`config.mk`:
```
export PLATFORM = sky130hd
export DESIGN_NAME = btle_rx_pdu_capture
export DESIGN_NICKNAME = d
export VERILOG_FILES = /design/src/rtl/btle_rx_pkg.sv /design/src/rtl/btle_crc24_whiten_core.sv /design/src/rtl/btle_rx_pdu_capture.sv
export SDC_FILE = /design/constraint.sdc
export NUM_CORES = 1
export LEC_CHECK = 0
export CAP_MARGIN = 20
export CORE_MARGIN = 5
export CORE_UTILIZATION = 58
export CTS_BUF_LIST = sky130_fd_sc_hd__clkbuf_4
export CTS_CLUSTER_DIAMETER = 120
export CTS_CLUSTER_SIZE = 30
export DETAILED_ROUTE_END_ITERATION = 10
export GPL_TIMING_DRIVEN = 0
export PLACE_DENSITY = 0.83
export SETUP_SLACK_MARGIN = 0.1
export SYNTH_ARGS = -nofsm -noshare
export SYNTH_HDL_FRONTEND = slang
export SYNTH_HIERARCHICAL = 1
export SYNTH_SLANG_ARGS = --single-unit
```
`constraint.sdc`:
```
create_clock -name clk -period 4 [get_ports clk]
set_clock_uncertainty 0.15 [all_clocks]
set_input_delay 0.6 -clock clk [delete_from_list [all_inputs] [get_ports clk]]
set_output_delay 0.6 -clock clk [all_outputs]
set_load 0.01 [all_outputs]
```
`src/rtl/btle_rx_pkg.sv`:
```
// Shared types, constants and bit-step helpers for the BLE receive PDU path.
package btle_rx_pkg;

  typedef enum logic [2:0] {
    IDLE,
    HEADER,
    PAYLOAD,
    CRC,
    DONE
  } state_t;

  localparam logic [23:0] CRC_POLY    = 24'h00065B;
  localparam int          HEADER_BITS = 16;
  localparam int          CRC_BITS    = 24;

  // x^7+x^4+1: the outgoing w[6] is folded back into w[0] and w[4].
  localparam logic [6:0]  WHITEN_TAPS = 7'b0010001;

  function automatic logic [6:0] whiten_seed(input logic [5:0] channel);
    return {channel[0], channel[1], channel[2], channel[3], channel[4], channel[5], 1'b1};
  endfunction

  function automatic logic [6:0] whiten_step(input logic [6:0] w);
    return {w[5:0], 1'b0} ^ (w[6] ? WHITEN_TAPS : 7'd0);
  endfunction

  function automatic logic [23:0] crc_step(input logic [23:0] c, input logic d);
    logic fb;
    fb = c[23] ^ d;
    return {c[22:0], fb} ^ (fb ? CRC_POLY : 24'd0);
  endfunction

endpackage

```
`src/rtl/btle_crc24_whiten_core.sv`:
```
// Whitening LFSR plus CRC-24 register; a load in the same cycle as a step
// processes that bit from the freshly seeded state.
module btle_crc24_whiten_core
  import btle_rx_pkg::*;
(
  input  logic        clk,
  input  logic        rst,
  input  logic        load,
  input  logic        step,
  input  logic        crc_en,
  input  logic [5:0]  seed_channel,
  input  logic [23:0] seed_crc,
  input  logic        din,
  output logic        dout,
  output logic [23:0] crc
);

  logic [6:0]  whiten;
  logic [6:0]  whiten_cur;
  logic [23:0] crc_reg;
  logic [23:0] crc_cur;

  assign whiten_cur = load ? whiten_seed(seed_channel) : whiten;
  assign crc_cur    = load ? seed_crc : crc_reg;
  assign dout       = din ^ whiten_cur[6];
  assign crc        = crc_cur;

  always_ff @(posedge clk) begin
    if (rst) begin
      whiten  <= '0;
      crc_reg <= '0;
    end else if (step) begin
      whiten  <= whiten_step(whiten_cur);
      crc_reg <= crc_en ? crc_step(crc_cur, dout) : crc_cur;
    end else if (load) begin
      whiten  <= whiten_cur;
      crc_reg <= crc_cur;
    end
  end

endmodule

```
`src/rtl/btle_rx_pdu_capture.sv`:
```
// BLE link-layer PDU capture: dewhitens bits after an access-address hit,
// emits header/payload octets and checks the trailing CRC-24.
module btle_rx_pdu_capture
  import btle_rx_pkg::*;
#(
  parameter int MAX_PAYLOAD_LEN = 255
) (
  input  logic        clk,
  input  logic        rst,
  input  logic        phy_bit,
  input  logic        bit_valid,
  input  logic        hit_flag,
  input  logic [5:0]  channel_number,
  input  logic [23:0] crc_state_init_bit,
  output logic [7:0]  octet,
  output logic        octet_valid,
  output logic [7:0]  payload_length,
  output logic        busy,
  output logic        packet_done,
  output logic        crc_ok
);

  localparam logic [7:0] MAX_LEN = 8'(MAX_PAYLOAD_LEN);

  state_t      state;
  state_t      next_state;
  state_t      phase;
  logic        accept;
  logic        bit_en;
  logic        d;
  logic [23:0] crc;
  logic [10:0] bit_cnt;
  logic [10:0] cnt_cur;
  logic [7:0]  shift_reg;
  logic [7:0]  assembled;
  logic [7:0]  len_clamped;
  logic        crc_err;
  logic        crc_bit_bad;
  logic        last_header;
  logic        last_payload;
  logic        last_crc;

  // A hit in IDLE behaves as if HEADER bit 0 were already current.
  assign accept       = (state == IDLE) && hit_flag;
  assign phase        = accept ? HEADER : state;
  assign cnt_cur      = accept ? '0 : bit_cnt;
  assign bit_en       = bit_valid && (phase == HEADER || phase == PAYLOAD || phase == CRC);
  assign assembled    = {d, shift_reg[7:1]};
  assign len_clamped  = (assembled > MAX_LEN) ? MAX_LEN : assembled;
  assign last_header  = (phase == HEADER)  && (cnt_cur == 11'(HEADER_BITS - 1));
  assign last_payload = (phase == PAYLOAD) && (cnt_cur == {payload_length, 3'b000} - 11'd1);
  assign last_crc     = (phase == CRC)     && (cnt_cur == 11'(CRC_BITS - 1));
  assign crc_bit_bad  = d != crc[5'd23 - cnt_cur[4:0]];

  btle_crc24_whiten_core u_core (
    .clk          (clk),
    .rst          (rst),
    .load         (accept),
    .step         (bit_en),
    .crc_en       (phase != CRC),
    .seed_channel (channel_number),
    .seed_crc     (crc_state_init_bit),
    .din          (phy_bit),
    .dout         (d),
    .crc          (crc)
  );

  always_ff @(posedge clk) begin
    if (rst) state <= IDLE;
    else     state <= next_state;
  end

  always_comb begin
    next_state = state;
    case (state)
      IDLE:    if (hit_flag) next_state = HEADER;
      HEADER:  if (bit_en && last_header) next_state = (len_clamped == 8'd0) ? CRC : PAYLOAD;
      PAYLOAD: if (bit_en && last_payload) next_state = CRC;
      CRC:     if (bit_en && last_crc) next_state = DONE;
      DONE:    next_state = IDLE;
      default: next_state = IDLE;
    endcase
  end

  always_ff @(posedge clk) begin
    if (rst) begin
      bit_cnt        <= '0;
      shift_reg      <= '0;
      octet          <= '0;
      octet_valid    <= 1'b0;
      payload_length <= '0;
      busy           <= 1'b0;
      packet_done    <= 1'b0;
      crc_ok         <= 1'b0;
      crc_err        <= 1'b0;
    end else begin
      octet_valid <= 1'b0;
      packet_done <= 1'b0;
      busy        <= (next_state != IDLE);
      if (accept) begin
        crc_ok  <= 1'b0;
        crc_err <= 1'b0;
      end
      if (bit_en) begin
        bit_cnt <= (next_state != phase) ? '0 : cnt_cur + 11'd1;
        if (phase == CRC) begin
          if (last_crc) begin
            packet_done <= 1'b1;
            crc_ok      <= !(crc_err || crc_bit_bad);
          end else begin
            crc_err <= crc_err || crc_bit_bad;
          end
        end else begin
          shift_reg <= assembled;
          if (cnt_cur[2:0] == 3'd7) begin
            octet       <= assembled;
            octet_valid <= 1'b1;
          end
          if (last_header) payload_length <= len_clamped;
        end
      end else if (accept) begin
        bit_cnt <= '0;
      end
    end
  end

endmodule

```
Word-level counts from Yosys, hierarchy flattened:

Cells that the tools add are included.

* register bits: 74
* word-level logic and storage cells: 89

* $add $sub $neg: 3
* order comparisons: 2
* bitwise gates (word level): 6
* reduce and logical (&&, ||, !) cells: 21
* multiplexer cells: 32
* equal/unequal tests: 13

Operator list (count)
* $mux 24: 4
* $mux 11: 4
* $xor 24x24->24: 1
* $mux 7: 3
* $mux 3: 5
* $eq 3x2->1 const B: 4
* $mux 1: 12
* $pmux 3 s4: 1
* $add 11x1->11 const B: 1
* $eq 11x11->1: 1
* $eq 11x4->1 const B: 1
* $eq 11x5->1 const B: 1
* $sub 11x1->11 const B: 1
* $gt 8x8->1 const B: 1
* $logic_and 1x1->1: 8
* $logic_not 8->1: 1
* $mux 8: 1
* $xor 7x7->7: 1
* $eq 3x1->1 const B: 2
* $lt 5x6->1 const B: 1
* $reduce_and 3->1: 2
* $reduce_or 3->1: 2
* $bmux 1 s5: 1
* $mux 5: 1
* 13 further kinds: 17

Depth between registers and ports, before layout:

Gate-level depths: netlist (run 1).

* word-level depth: 13
* depth in mapped cells: 13
* gate-level depth less buffers: 10

By module:

Netlist (run 1), hierarchy kept.

Modules (own cells, without submodules)
* btle_rx_pdu_capture: area each 2416.1 µm², sequential area each 840.8 µm², cells an instance 273, times used 1
* btle_crc24_whiten_core: area each 1878.1 µm², sequential area each 620.6 µm², cells an instance 204, times used 1

Worst setup path before layout (run 1):

OpenSTA, ideal clock, no wires.

* kind: input port to flip-flop
* from: input hit_flag
* to: register crc_ok
* data required time: 3.733 ns
* stages on the path: 12
* library setup time: 0.117 ns
* arrival time: 3.319 ns
* setup slack: 0.414 ns
* path through: or4b_4 > inv_1 > buf_6 > buf_6 > buf_4 > mux2_2 > mux4_2 > and2b_2 > a211oi_1 > a221oi_2 > xnor2_1 > a32o_1

* elaborated cells between the ends (all ways): 24
* classes of those cells: add/sub (1); eq/ne (5); mux (10); bitwise (1); reduce/logical (7)

RTL lines
* start, declared: line btle_rx_pdu_capture.sv:12 `input logic hit_flag,`
* $logic_and 1x1->1: line btle_rx_pdu_capture.sv:44 `assign accept = (state == IDLE) && hit_flag;`
* net accept: line btle_rx_pdu_capture.sv:28 `logic accept;`
* $mux 24: line btle_crc24_whiten_core.sv:24 `assign crc_cur = load ? seed_crc : crc_reg;`
* net crc[13]: line btle_rx_pdu_capture.sv:31 `logic [23:0] crc;`
* $bmux 1 s5: line btle_rx_pdu_capture.sv:53 `assign crc_bit_bad = d != crc[5'd23 - cnt_cur[4:0]];`
* $mux 1 (not written as such): line btle_rx_pdu_capture.sv:53
* $ne 1x1->1: line btle_rx_pdu_capture.sv:53
* $logic_or 1x1->1: line btle_rx_pdu_capture.sv:109 `crc_ok <= !(crc_err || crc_bit_bad);`
* $logic_not 1->1: line btle_rx_pdu_capture.sv:109
* $mux 1: line btle_rx_pdu_capture.sv:107 `if (last_crc) begin`
* $mux 1: line btle_rx_pdu_capture.sv:106 `if (phase == CRC) begin`
* $mux 1: line btle_rx_pdu_capture.sv:104 `if (bit_en) begin`
* end signal, assigned: line btle_rx_pdu_capture.sv:109
* end, declared: line btle_rx_pdu_capture.sv:20 `output logic crc_ok`

The timed path passes the listed nets, and every way through them passes these cells. The select of a mux whose other input is x is not followed.
A chain may end at the register's enable or synchronous reset.

Worst setup path after layout (run 1):

* from: register state[2]
* to: register crc_ok

* elaborated cells between the ends (all ways): 25
* classes of those cells: add/sub (1); eq/ne (5); mux (10); bitwise (1); reduce/logical (8)

RTL lines
* start, declared: line btle_rx_pdu_capture.sv:25 `state_t state;`
* start signal, assigned: line btle_rx_pdu_capture.sv:70 `else state <= next_state;`
* $logic_not 3->1: line btle_rx_pdu_capture.sv:44
* $logic_and 1x1->1: line btle_rx_pdu_capture.sv:44
* net accept: line btle_rx_pdu_capture.sv:28
* $mux 24: line btle_crc24_whiten_core.sv:24
* net crc[13]: line btle_rx_pdu_capture.sv:31
* $bmux 1 s5: line btle_rx_pdu_capture.sv:53
* $mux 1 (not written as such): line btle_rx_pdu_capture.sv:53
* $ne 1x1->1: line btle_rx_pdu_capture.sv:53
* $logic_or 1x1->1: line btle_rx_pdu_capture.sv:109
* $logic_not 1->1: line btle_rx_pdu_capture.sv:109
* $mux 1: line btle_rx_pdu_capture.sv:107
* $mux 1: line btle_rx_pdu_capture.sv:106
* $mux 1: line btle_rx_pdu_capture.sv:104

The timed path passes the listed nets, and every way through them passes these cells. The select of a mux whose other input is x is not followed.

==> flow_metrics.tcl, run 1 <==
set metrics [dict create \
    via_count 3838 \
    cts_max_level 3 \
    start_kind "flip-flop" \
    worst-path-max-fanout 12 \
    async_flop_share_pct 0 \
    synth_fp_nets 515 \
    slew-limit-headroom_pct 55.7 \
    grt_pass1_wl_um 18700 \
    synth.top_cell.area_share_pct 34.0 \
    cts.sinks 73 \
    fmax_mhz 279 \
    die_x_um 96.0 \
    cts_tree "built" \
    avgRoutedWirePerCell_um 17.3 \
    drc_errors 0 \
    setup_violations 0 \
    grt_util_all_layers_pct 26.1 \
    hpwlAfterDp_um 8340 \
    slew_violations 0 \
    drt_iter0_markers 282 \
    power.switching_uw 526 \
    met2_usage_pct 44.7 \
    holdWs_ps 320 \
    clockBufferDepth 2 \
    synthXorXnorAreaFrac_pct 8.86 \
    insertion_delay_ps 450 \
    ys_ff_latch 73 \
    status "finished clean" \
    hold_viol_final 0 \
    synth_edf_count 0 \
    met3_usage_pct 4.46 \
    synth_top_family_by_area "simple AND/OR/NAND/NOR gates" \
    antenna_left 0 \
    drt_wl_total_um 11200 \
    fin_crit_sh_pct 89.6 \
    yosysSeqAreaShare_pct 34.0 \
    largest_register_ffs 24 \
    area_delta_synth_final_pct 19.4 \
    p_int_mw 1.10 \
    swShare_pct 32.4 \
    die_h_um 96.0 \
    place_area_um2 4950 \
    fp-row-count 31 \
    nNetsFinal 582 \
    synthesis.area_um2 4290 \
    port_buffers 53 \
    syn_avg_cell_area_um2 9.00 \
    final.setup.tns_ps 0 \
    required_ps 4210 \
    leakage_nw 1.91 \
    ys_warn_count 6 \
    antenna_found_initial 0 \
    synth_compound_area_share_pct 11.9 \
    fill_cells 578 \
    cts_root_buf "clkbuf_4" \
    rrSetupSlack_ps 420 \
    synthSimpleGateAreaFrac_pct 22.2 \
    grt_pass1_vias 3911 \
    rsz0062_at_grt "false" \
    final_cell_area_um2 5130 \
    multi_input_area_um2 2550 \
    synth_common_cells "dfxtp_1, nor2_1, a21oi_1" \
    pwr_density_cell_nw_per_um2 317 \
    synth_fa_ha_area_share_pct 0.874 \
    ir_worst_vdd_uv 248 \
    synth_top_cell_by_area "dfxtp_1" \
    critPathArrivalTime_ps 3790 \
    core_um2 7210 \
    cts_made_buffers 9 \
    p_seq_share_pct 48.3 \
    die_area_um2 9220 \
    synth_area_leaders "dfxtp_1, mux2_2, nor2_1, mux2i_1, xnor2_1" \
    grt_most_used_layer "met2" \
    ios 55 \
    clock_power_share_pct 27.6 \
    first_pass_iters 5 \
    hold_class "flip-flop to flip-flop" \
    synth_ff_type "dfxtp_1" \
    worst_pin_slew_ps 655 \
    cap_violations 0 \
    grt_max_degree 16 \
    crit_type "flip-flop to flip-flop" \
    layout.area.seq_um2 1460 \
    grt_overflow_total 0 \
    vias_per_cell 5.92 \
    grt_use_met1_pct 31.8 \
    start_util_pct 59.5 \
    synth_mux_area_share_pct 15.4 \
    gp_congestion 0.928 \
    path_clk_slew_ps 140 \
    yosys.cell_count.top_type "dfxtp_1" \
    cp-end-kind "flip-flop" \
    power_frac_comb_pct 24.1 \
    antennaDiodeCount 0 \
    min_period_ps 3580 \
    drive_gt1_share_pct 16.0 \
    ys_types 60 \
    syn_inst 477 \
]
[path summary, 6_finish.rpt]
check,startpoint,end,cells past startpoint
setup / recovery,state[2],crc_ok,12
setup reg to reg,state[2],crc_ok,12
hold reg to reg,octet[4],octet[4],2
hold / removal,octet[4],octet[4],2
[power groups by stage]
| stage | sequential (mW) | combinational (mW) | clock [mW] |
|---|---|---|---|
| 2_1_floorplan | 0.794 | 0.276 | 0 |
| 6_report | 0.785 | 0.391 | 0.448 |
| 3_3_place_gp | 0.798 | 0.367 | 0 |
| 4_1_cts | 0.784 | 0.380 | 0.451 |
| 3_5_place_dp | 0.800 | 0.377 | 0 |
| 5_1_grt | 0.789 | 0.424 | 0.490 |
[critical path, stage by stage (launching register included)]
cell	delay [ps]
dfxtp_1	410
or4b_4	610
inv_4	110
buf_8	150
buf_12	160
buf_6	170
mux2_2	350
mux4_2	460
and2b_2	210
a211oi_2	230
a221oi_2	60
xnor2_1	160
a32o_1	230
[per-stage QoR]
stage | instances | utilization (%) | total power, mW | worst slack [ps]
2_1_floorplan | 477 | - | 1.07 | 414
3_3_place_gp | 629 | 68.6 | 1.17 | -495
3_5_place_dp | 629 | 68.6 | 1.18 | -554
4_1_cts | 645 | 70.5 | 1.62 | 103
5_1_grt | 648 | 71.1 | 1.70 | 301
6_report | 648 | 71.1 | 1.62 | 415
[timing repair]
item | in CTS | in global routing
gates resized for setup | 3 | 6
endpoints found under the setup margin | 2 | 2
buffers inserted | 0 | 3
hold buffers | 0 | 0
[cell type report]
class	instances	share of cell area, %
multi-input combinational	355	49.6
sequential	73	28.5
timing repair buffer	56	10.8
buffer	34	4.95
tap	99	2.42
clock buffer	9	1.32
clock inverter	7	1.20
inverter	15	1.15
[logic make-up after synthesis]
logic type	Yosys count
multiplexers	51
AO/OA/AOI/OAI	75
buffers and inverters	49
AND/OR/NAND/NOR	189
adder cells (fa/ha/maj)	3
XOR/XNOR	37
flip-flops	73
[cell usage in the layout, fill, tap and decap left out, types with 3 or more instances in the layout]
| master | Yosys | layout |
|---|---|---|
| a211oi_1 | 12 | 11 |
| a21oi_1 | 29 | 29 |
| a221oi_1 | 11 | 11 |
| a31oi_1 | 4 | 4 |
| and2_2 | 5 | 5 |
| and3_1 | 7 | 7 |
| buf_2 | 11 | 10 |
| buf_4 | 4 | 6 |
| buf_6 | 5 | 4 |
| clkbuf_1 | 8 | 8 |
| clkbuf_4 | 0 | 10 |
| clkbuf_8 | 4 | 4 |
| clkdlybuf4s50_1 | 0 | 52 |
| dfxtp_1 | 73 | 73 |
| ha_1 | 3 | 3 |
| inv_1 | 15 | 14 |
| mux2_2 | 20 | 20 |
| mux2i_1 | 21 | 21 |
| mux4_2 | 6 | 6 |
| nand2_1 | 28 | 28 |
| nand2b_1 | 14 | 14 |
| nand3_1 | 24 | 24 |
| nor2_1 | 59 | 59 |
| nor2b_1 | 9 | 9 |
| nor3_1 | 15 | 15 |
| nor4_1 | 12 | 12 |
| o21ai_0 | 3 | 3 |
| xnor2_1 | 24 | 24 |
| xnor3_1 | 3 | 3 |
| xor2_1 | 9 | 9 |
[metal layers]
metal  share of wire (%)  up-vias
li1                    -     1838
met1                  42     1817
met2                  49      154
met3                 6.2       29
met4                 2.6        0
met5                   0        -
(Power assumes the default switching activity.)
==> run 2: changes to the inputs <==
Settings changed: SKIP_CTS_REPAIR_TIMING from default to 1.
==> run 2 against run 1 <==
Net effect: die area did not move; count of clock-buffer cells in the layout unchanged; fmax is 0.44% lower; via count up 0.52%; non-clock buffer count increased by 2; critical path depth did not move; first-iteration DRC count fell by 7.4%; sequential power barely moved; register-to-register slack got worse by 20 ps; wire length about the same.
==> flow_metrics.tcl, run 2 (synthesis results as in run 1) <==
set metrics [dict create \
    status "finished clean" \
    cts_max_level 3 \
    required_ps 4200 \
    final_common_cell "dfxtp_1" \
    fill_cells 576 \
    wl_met1_um 4690 \
    start_kind "flip-flop" \
    avgRoutedWirePerCell_um 17.2 \
    cts_tree "built" \
    top_layer_used "met4" \
    die_h_um 96.0 \
    final_util_pct 71.3 \
    drt_iter0_markers 261 \
    leakage_nw 1.91 \
    final_cell_mix "dfxtp_1, nor2_1, clkdlybuf4s50_1, a21oi_1, nand2_1" \
    insertion_delay_ps 450 \
    dp.cells 629 \
    critPathArrivalTime_ps 3800 \
    first_pass_iters 5 \
    hold_viol_final 0 \
    largest_register_ffs 24 \
    route.met3.wl_um 683 \
    grt_pass1_vias 3915 \
    slew-limit-headroom_pct 52.4 \
    antenna_left 0 \
    grt_util_all_layers_pct 26.0 \
    place_area_um2 4950 \
    path_clk_slew_ps 140 \
    die_x_um 96.0 \
    p_total_mw 1.62 \
    ir_worst_vdd_uv 247 \
    final_cell_area_um2 5140 \
    die_area_um2 9220 \
    area_delta_synth_final_pct 19.7 \
    fp-row-count 31 \
    hpwlAfterDp_um 8340 \
    clockBufferDepth 2 \
    rsz0062_at_grt "false" \
    cts_root_buf "clkbuf_4" \
    fin_crit_sh_pct 90.0 \
    nNetsFinal 584 \
    vias_per_cell 5.94 \
    gp_congestion 0.928 \
    via_count 3858 \
    antenna_found_initial 0 \
    grt_pass1_wl_um 18700 \
    multi_input_area_um2 2550 \
    crit_type "flip-flop to flip-flop" \
    ios 55 \
    setup_violations 0 \
    grt_max_degree 16 \
    drt_wl_total_um 11200 \
    min_period_ps 3600 \
    met2WireLength_um 5520 \
    port_buffers 53 \
    layout.area.seq_um2 1460 \
    cap_violations 0 \
    fmax_mhz 278 \
    fin_cells 650 \
    antennaDiodeCount 0 \
    drive_gt1_share_pct 16.3 \
    worst_pin_slew_ps 703 \
    worst-path-max-fanout 12 \
    hold_class "flip-flop to flip-flop" \
    drc_errors 0 \
    cts.sinks 73 \
    cp-end-kind "flip-flop" \
    slew_violations 0 \
    core_um2 7210 \
    start_util_pct 59.5 \
    pwr_density_cell_nw_per_um2 315 \
    cts_made_buffers 9 \
    grt_overflow_total 0 \
]
[run 2: cell count changes in the layout (fill, tap and decap cells not counted)]
cell	previous run	this run
buf_8	1	0
buf_6	4	5
clkinvlp_4	2	3
buf_4	6	8
inv_4	1	0
[run 2: final cells by class]
cell class / count / area share, %
Buffer: 34 / 4.87
Multi-Input combinational cell: 355 / 49.5
Sequential cell: 73 / 28.4
Tap cell: 99 / 2.41
Inverter: 15 / 1.17
Clock buffer: 9 / 1.31
Clock inverter: 7 / 1.19
Timing Repair Buffer: 58 / 11.1
[run 2: path summary, 6_finish.rpt]
check | slack [ps] | cells after the start | end | startpoint
worst min-delay path | 320 | 2 | octet[4] | octet[4]
worst max register to register | 400 | 12 | crc_ok | state[2]
worst min register to register | 320 | 2 | octet[4] | octet[4]
worst max-delay path | 400 | 12 | crc_ok | state[2]
[run 2: routing by layer]
layer,global-route usage [%],vias to the layer above
met5,0,-
met4,11.8,0
met3,4.61,28
met2,44.6,144
met1,31.6,1841
li1,-,1845
[run 2: critical path: stages, from the launching register on]
cell	delay, ps
dfxtp_1	410
or4b_4	600
clkinvlp_4	120
buf_6	160
buf_12	170
buf_6	170
mux2_2	350
mux4_2	460
and2b_2	210
a211oi_2	230
a221oi_2	60
xnor2_1	160
a32o_1	230
[run 2: per-stage QoR]
step / setup slack [ps] / TNS (ps) / hold slack [ps]
floorplan: 414 / 0 / 276
global placement: -495 / -992 / 288
detailed placement: -554 / -1170 / 299
finish: 399 / 0 / 321
global route: 288 / 0 / 346
CTS: -81.9 / -96.8 / 318
[run 2: power by group]
group	internal [mW]	leakage, nW	total [mW]	switching (mW)
combinational	0.198	1.25	0.394	0.196
sequential	0.764	0.595	0.784	0.0207
clock	0.138	0.0650	0.444	0.306
total	1.10	1.91	1.62	0.523
